--- src/rtl/riscvibe_pkg.sv ---
// riscvibe_pkg: shared types for the retire-trace path.
//   trace_rec_t   : per-instruction trace record {cycle, seq, pc, instr, rd_we, rd, wdata}
//   trace_state_e : capture FSM states (CAPTURE -> DRAIN -> DONE)
//   INSTR_ECALL / INSTR_EBREAK : instruction words that end simulation
//   is_halt()     : true for ECALL or EBREAK
package riscvibe_pkg;

  localparam int          TRACE_CYCLE_W = 64;
  localparam logic [31:0] INSTR_ECALL   = 32'h0000_0073;
  localparam logic [31:0] INSTR_EBREAK  = 32'h0010_0073;

  typedef enum logic [1:0] {
    CAPTURE,
    DRAIN,
    DONE
  } trace_state_e;

  typedef struct packed {
    logic [TRACE_CYCLE_W-1:0] cycle;
    logic [31:0]              seq;
    logic [31:0]              pc;
    logic [31:0]              instr;
    logic                     rd_we;
    logic [4:0]               rd;
    logic [31:0]              wdata;
  } trace_rec_t;

  function automatic logic is_halt(input logic [31:0] instr);
    return (instr == INSTR_ECALL) || (instr == INSTR_EBREAK);
  endfunction

endpackage

--- src/rtl/sync_fifo.sv ---
// sync_fifo: generic synchronous FIFO with registered storage.
//   clk, rst        : clock, synchronous active-high reset
//   push, wdata     : write request; accepted when not full, or when full and popping
//   pop, rdata      : read strobe (ignored when empty); rdata is the head, read
//                     straight from storage
//   full, empty     : status
//   count           : occupancy, 0..DEPTH
// Pointers carry one extra wrap bit so full and empty are distinguishable.
module sync_fifo #(
  parameter int WIDTH = 8,
  parameter int DEPTH = 16
) (
  input  logic                     clk,
  input  logic                     rst,
  input  logic                     push,
  input  logic [WIDTH-1:0]         wdata,
  input  logic                     pop,
  output logic [WIDTH-1:0]         rdata,
  output logic                     full,
  output logic                     empty,
  output logic [$clog2(DEPTH):0]   count
);

  localparam int AW = $clog2(DEPTH);

  logic [AW:0]      wr_ptr;
  logic [AW:0]      rd_ptr;
  logic [WIDTH-1:0] mem [DEPTH];
  logic             do_push;
  logic             do_pop;

  assign empty   = (wr_ptr == rd_ptr);
  assign full    = (wr_ptr[AW-1:0] == rd_ptr[AW-1:0]) && (wr_ptr[AW] != rd_ptr[AW]);
  assign count   = wr_ptr - rd_ptr;
  assign do_pop  = pop && !empty;
  // When full, the slot being written is the head being popped this cycle;
  // the head is read before the edge, so the overwrite is safe.
  assign do_push = push && (!full || do_pop);
  assign rdata   = mem[rd_ptr[AW-1:0]];

  always_ff @(posedge clk) begin
    if (rst) begin
      wr_ptr <= '0;
      rd_ptr <= '0;
    end else begin
      // NOTE: non-blocking assignments keep every register update based on
      // pre-edge values, so the pointer reads in the comb logic stay consistent.
      if (do_push) wr_ptr <= wr_ptr + 1'b1;
      if (do_pop)  rd_ptr <= rd_ptr + 1'b1;
    end
  end

  // NOTE: storage is deliberately not reset; the pointers alone define which
  // entries are valid, and leaving the array unreset lets it map onto RAM.
  always_ff @(posedge clk) begin
    if (do_push) mem[wr_ptr[AW-1:0]] <= wdata;
  end

endmodule

--- src/rtl/trace_retire_buffer.sv ---
// trace_retire_buffer: captures WB-stage retire events into stamped trace
// records, buffers them in a FIFO and drains them to the trace logger.
//   clk, rst                 : clock, synchronous active-high reset
//   enable_i                 : capture enable (0 = retires ignored, not dropped)
//   ret_valid_i .. ret_rd_wdata_i : retire event from WB
//   rec_valid_o/rec_ready_i/rec_o : head record handshake to the logger
//   count_o                  : FIFO occupancy
//   drop_count_o             : records lost to overflow (saturating)
//   halt_seen_o              : ECALL/EBREAK has been captured
//   drained_o                : halted and FIFO empty (sticky until rst)
module trace_retire_buffer
  import riscvibe_pkg::*;
#(
  parameter int DEPTH = 16,
  parameter int CNT_W = 64
) (
  input  logic                   clk,
  input  logic                   rst,
  input  logic                   enable_i,
  input  logic                   ret_valid_i,
  input  logic [31:0]            ret_pc_i,
  input  logic [31:0]            ret_instr_i,
  input  logic                   ret_rd_we_i,
  input  logic [4:0]             ret_rd_i,
  input  logic [31:0]            ret_rd_wdata_i,
  output logic                   rec_valid_o,
  input  logic                   rec_ready_i,
  output trace_rec_t             rec_o,
  output logic [$clog2(DEPTH):0] count_o,
  output logic [31:0]            drop_count_o,
  output logic                   halt_seen_o,
  output logic                   drained_o
);

  localparam int CW = $clog2(DEPTH) + 1;

  trace_state_e     state_q, state_d;
  logic [CNT_W-1:0] cycle_q;
  logic [31:0]      seq_q;
  trace_rec_t       cap_rec;
  logic             counted;
  logic             pop;
  logic             full;
  logic             empty;
  logic             push_ok;
  logic             drop;

  // A retire is "counted" (consumes a sequence number) whenever capture is
  // live, whether or not it fits in the FIFO.
  assign counted = ret_valid_i && enable_i && (state_q == CAPTURE);
  assign pop     = rec_valid_o && rec_ready_i;
  assign push_ok = counted && (!full || pop);
  assign drop    = counted && !push_ok;
  assign rec_valid_o = !empty;

  // Writes to x0 are architecturally discarded, so they are recorded as such.
  always_comb begin
    cap_rec       = '0;
    cap_rec.cycle = TRACE_CYCLE_W'(cycle_q);
    cap_rec.seq   = seq_q;
    cap_rec.pc    = ret_pc_i;
    cap_rec.instr = ret_instr_i;
    cap_rec.rd    = ret_rd_i;
    if (ret_rd_i != 5'd0) begin
      cap_rec.rd_we = ret_rd_we_i;
      cap_rec.wdata = ret_rd_wdata_i;
    end
  end

  sync_fifo #(
    .WIDTH ($bits(trace_rec_t)),
    .DEPTH (DEPTH)
  ) u_fifo (
    .clk   (clk),
    .rst   (rst),
    .push  (push_ok),
    .wdata (cap_rec),
    .pop   (pop),
    .rdata (rec_o),
    .full  (full),
    .empty (empty),
    .count (count_o)
  );

  always_ff @(posedge clk) begin
    if (rst) begin
      state_q      <= CAPTURE;
      cycle_q      <= '0;
      seq_q        <= '0;
      drop_count_o <= '0;
    end else begin
      state_q <= state_d;
      cycle_q <= cycle_q + 1'b1;
      if (counted) seq_q <= seq_q + 1'b1;
      if (drop && (drop_count_o != 32'hFFFF_FFFF)) drop_count_o <= drop_count_o + 1'b1;
    end
  end

  // DRAIN finishes as soon as the FIFO will be empty after this edge, so
  // drained_o rises in the same cycle the last record has left.
  always_comb begin
    // NOTE: defaults first so every path assigns every output; no latches.
    state_d     = state_q;
    halt_seen_o = 1'b0;
    drained_o   = 1'b0;
    case (state_q)
      CAPTURE: begin
        // A halt that is dropped while full still ends capture.
        if (counted && is_halt(ret_instr_i)) state_d = DRAIN;
      end
      DRAIN: begin
        halt_seen_o = 1'b1;
        if (empty || ((count_o == CW'(1)) && pop)) state_d = DONE;
      end
      DONE: begin
        halt_seen_o = 1'b1;
        drained_o   = 1'b1;
      end
      default: state_d = CAPTURE;
    endcase
  end

endmodule

--- config.mk ---
export PLATFORM = sky130hd
export DESIGN_NAME = trace_retire_buffer
export DESIGN_NICKNAME = d
export VERILOG_FILES = /design/src/rtl/riscvibe_pkg.sv /design/src/rtl/sync_fifo.sv /design/src/rtl/trace_retire_buffer.sv
export SDC_FILE = /design/constraint.sdc
export NUM_CORES = 2
export LEC_CHECK = 0
export BUFFER_PORTS_ARGS = -buffer_cell sky130_fd_sc_hd__buf_4
export CAP_MARGIN = 20
export CORE_MARGIN = 5
export CORE_UTILIZATION = 30
export CTS_BUF_LIST = sky130_fd_sc_hd__clkbuf_8
export DETAILED_ROUTE_END_ITERATION = 16
export GPL_TIMING_DRIVEN = 0
export PLACE_DENSITY = 0.48
export SLEW_MARGIN = 10
export SYNTH_ARGS = -nofsm -noshare
export SYNTH_HDL_FRONTEND = slang
export SYNTH_SLANG_ARGS = --single-unit
--- constraint.sdc ---
create_clock -name clk -period 21.4 [get_ports clk]
set_input_delay 4.28 -clock clk [delete_from_list [all_inputs] [get_ports clk]]
set_output_delay 4.28 -clock clk [all_outputs]
set_load 0.02 [all_outputs]
==> flow_metrics.env <==
export IMPL_status="completed"
export IMPL_clk_latency_ns=1.15
export IMPL_core_area_um2=416600
export IMPL_synth_area_um2=125500
export IMPL_cap_violations=0
export IMPL_worstPathArrival_ns=5.39
export IMPL_post_route_period_util_pct=45.17
export IMPL_p_leak_nw=47.50
export IMPL_drcViolationCount=0
export IMPL_nets=6762
export IMPL_endpoint_kind="primary output"
export IMPL_drt_pass1_iter_count=7
export IMPL_slew_headroom_pct=23.25
export IMPL_layout_commonest_cell="edfxtp_1"
export IMPL_syn_num_nets=5440
export IMPL_final_cell_mix="edfxtp_1, mux4_2, clkbuf_8"
export IMPL_vias=61140
export IMPL_tns_ns=0
export IMPL_grt_pass1_vias=66090
export IMPL_min_path_type="flop to flop"
export IMPL_start_util_pct=30.12
export IMPL_finalWirelength_um=358000
export IMPL_cp_start_kind="flop"
export IMPL_required_ns=17.12
export IMPL_cts_sinks=3312
export IMPL_grt_pass1_wl_um=501600
export IMPL_yosys_warnings=0
export IMPL_fin_skew_ns=0.05529
export IMPL_io_buffers=344
export IMPL_root_buffer="clkbuf_8"
export IMPL_cts_hold_buffers=0
export IMPL_layout_drive_gt1_share_pct=35.02
export IMPL_finalPower_w=0.01403
export IMPL_peakVddDrop_mv=0.05935
export IMPL_rsz0062_at_grt="no"
export IMPL_ant_nets=0
export IMPL_setup_viol=0
export IMPL_slew_viol_final=0
export IMPL_power_density_nw_per_um2=92.45
export IMPL_syn2layout_area_growth_pct=20.91
export IMPL_cp_max_fo=10
export IMPL_hold_ws_ns=0.5006
export IMPL_placed_cells=11530
export IMPL_instances_no_fill=12610
export IMPL_routabilityCongestion=0.7169
export IMPL_grt_overflow=0
export IMPL_max_clock_path_buffers=4
export IMPL_wl_per_cell_um=28.40
export IMPL_initialDrtViolationCount=4590
export IMPL_via_per_inst=4.851
export IMPL_grt_use_total_pct=16.20
export IMPL_finalHoldViolations=0
export IMPL_clk_pin_slew_ns=0.05
export IMPL_crit_type="flop to primary output"
export IMPL_grt_max_degree=24
export IMPL_post_cts_resized=0
export IMPL_dieWidth_um=656.8
export IMPL_pin_count=345
export IMPL_tightestPinTransition_ns=1.149
export IMPL_synth_seq_cells=3312
export IMPL_antenna_found_initial=27
export IMPL_yosysSeqAreaShare_pct=78.10
export IMPL_htreeDepth=6
export IMPL_postSynthCellCount=5317
export IMPL_dieHeight_um=656.8
export IMPL_post_cts_buffers=0
export IMPL_hpwl_um=243200
export IMPL_synth_cell_types=43
export IMPL_cts_made_buffers=580
export IMPL_die_area_um2=431400
export IMPL_final_core_util_pct=36.42
export IMPL_clock_fmax_mhz=103.5
export IMPL_cts_tree="done"
export IMPL_rows=237
export IMPL_avgSynthCellArea_um2=23.60
export IMPL_min_period_ns=9.666
registers in the layout, indices dropped and copies added, names as in the netlist, named ones only:
signal and flops:
u_fifo.rd_ptr 5, drop_count_o 32, cycle_q 64, u_fifo.mem 3168, state_q 2, u_fifo.wr_ptr 5
seq_q 32
metrics by stage:
step	worst slack (ns)	instance area (um^2)
after detailed placement	12.75	140900
after global placement	-20.43	135000
after global routing	11.46	151700
final	11.73	151700
after floorplan	1.881	125500
after CTS	11.39	151400
Yosys cell counts, drive strengths merged:
| cell type | number | area [um^2] |
|---|---|---|
| nand2b | 3 | 18.77 |
| a21oi | 48 | 240.2 |
| nand3 | 47 | 235.2 |
| o21ai | 16 | 80.08 |
| or4 | 6 | 48.80 |
| fa | 1 | 20.02 |
| a211oi | 26 | 195.2 |
| ha | 15 | 187.7 |
| or3 | 17 | 106.4 |
| nand2 | 61 | 229.0 |
| buf | 104 | 441.7 |
| inv | 29 | 108.9 |
| dfxtp | 144 | 2883 |
| o211ai | 1 | 7.510 |
| mux2i | 27 | 270.3 |
| xor2 | 45 | 394.1 |
| nand4b | 1 | 8.760 |
| nor3 | 33 | 165.2 |
| edfxtp | 3168 | 95130 |
| a221oi | 1 | 8.760 |
| nor2 | 146 | 548.0 |
| mux4 | 964 | 21710 |
| and2 | 11 | 68.82 |
| clkbuf | 161 | 604.3 |
| xnor2 | 76 | 665.6 |
| nand4 | 32 | 200.2 |
| o221a | 1 | 11.26 |
| nor3b | 1 | 7.510 |
| nor4 | 30 | 193.9 |
| a21o | 1 | 7.510 |
| or2 | 1 | 6.260 |
| a31oi | 2 | 12.51 |
| and3 | 13 | 86.33 |
| and4b | 1 | 10.01 |
| and4 | 23 | 202.7 |
| nor2b | 61 | 381.6 |
where the power goes:
| part | internal (W) | leakage (nW) | switching [W] |
|---|---|---|---|
| clock network | 0.00271 | 6.10 | 0.00261 |
| logic | 0.000750 | 11.3 | 0.000846 |
| registers | 0.00710 | 30.1 | 0.0000126 |
| total | 0.0106 | 47.5 | 0.00347 |
path summary, 6_finish.rpt:
| check | from | to | slack [ns] | cells after the start |
|---|---|---|---|---|
| hold / removal | state_q[0]$_SDFFE_PP0P_ | state_q[0]$_SDFFE_PP0P_ | 0.50 | 2 |
| hold reg to reg | state_q[0]$_SDFFE_PP0P_ | state_q[0]$_SDFFE_PP0P_ | 0.50 | 2 |
| setup / recovery | flop | rec_o[150] | 11.73 | 8 |
| setup reg to reg | state_q[0]$_SDFFE_PP0P_ | u_fifo.mem[2][30]$_DFFE_PP_ | 16.49 | 13 |
logic make-up after synthesis:
family,after synthesis,synth area share (%)
DFF,3312,78.10
muxes,991,17.52
xor gates and xnor gates,121,0.8445
AOI/OAI and AO/OA,96,0.4487
and+or+nand+nor,487,2.006
adders and majority gates,16,0.1655
buffers and inverters,294,0.9202
cell type report:
type	count	area [um^2]
buffer	265	1076
multi-input combinational	1711	26440
sequential	3312	98010
clock inverter	431	2207
tap	5497	6878
antenna	17	42.54
timing repair buffer	740	8670
clock buffer	603	8299
fill	38170	264900
inverter	29	108.9
routing by layer:
metal	wire (um)	up-vias	share of wire (%)	GRT usage (%)
met5	41	-	0.011	0
met4	11050	8	3.1	5.166
met3	18680	557	5.2	2.823
met2	183800	1776	51	28.38
met1	144400	33320	40	20.39
li1	-	25480	-	-
worst max-delay path: stages, from the launching register on:
cell and delay, ns:
dfxtp_1 0.35, clkbuf_1 0.58, clkbuf_2 0.68, buf_2 0.48, buf_2 0.44, buf_2 0.48, mux2i_1 0.14, a21oi_1 0.77
buf_4 0.28
Power figures use the tool's default switching activity.
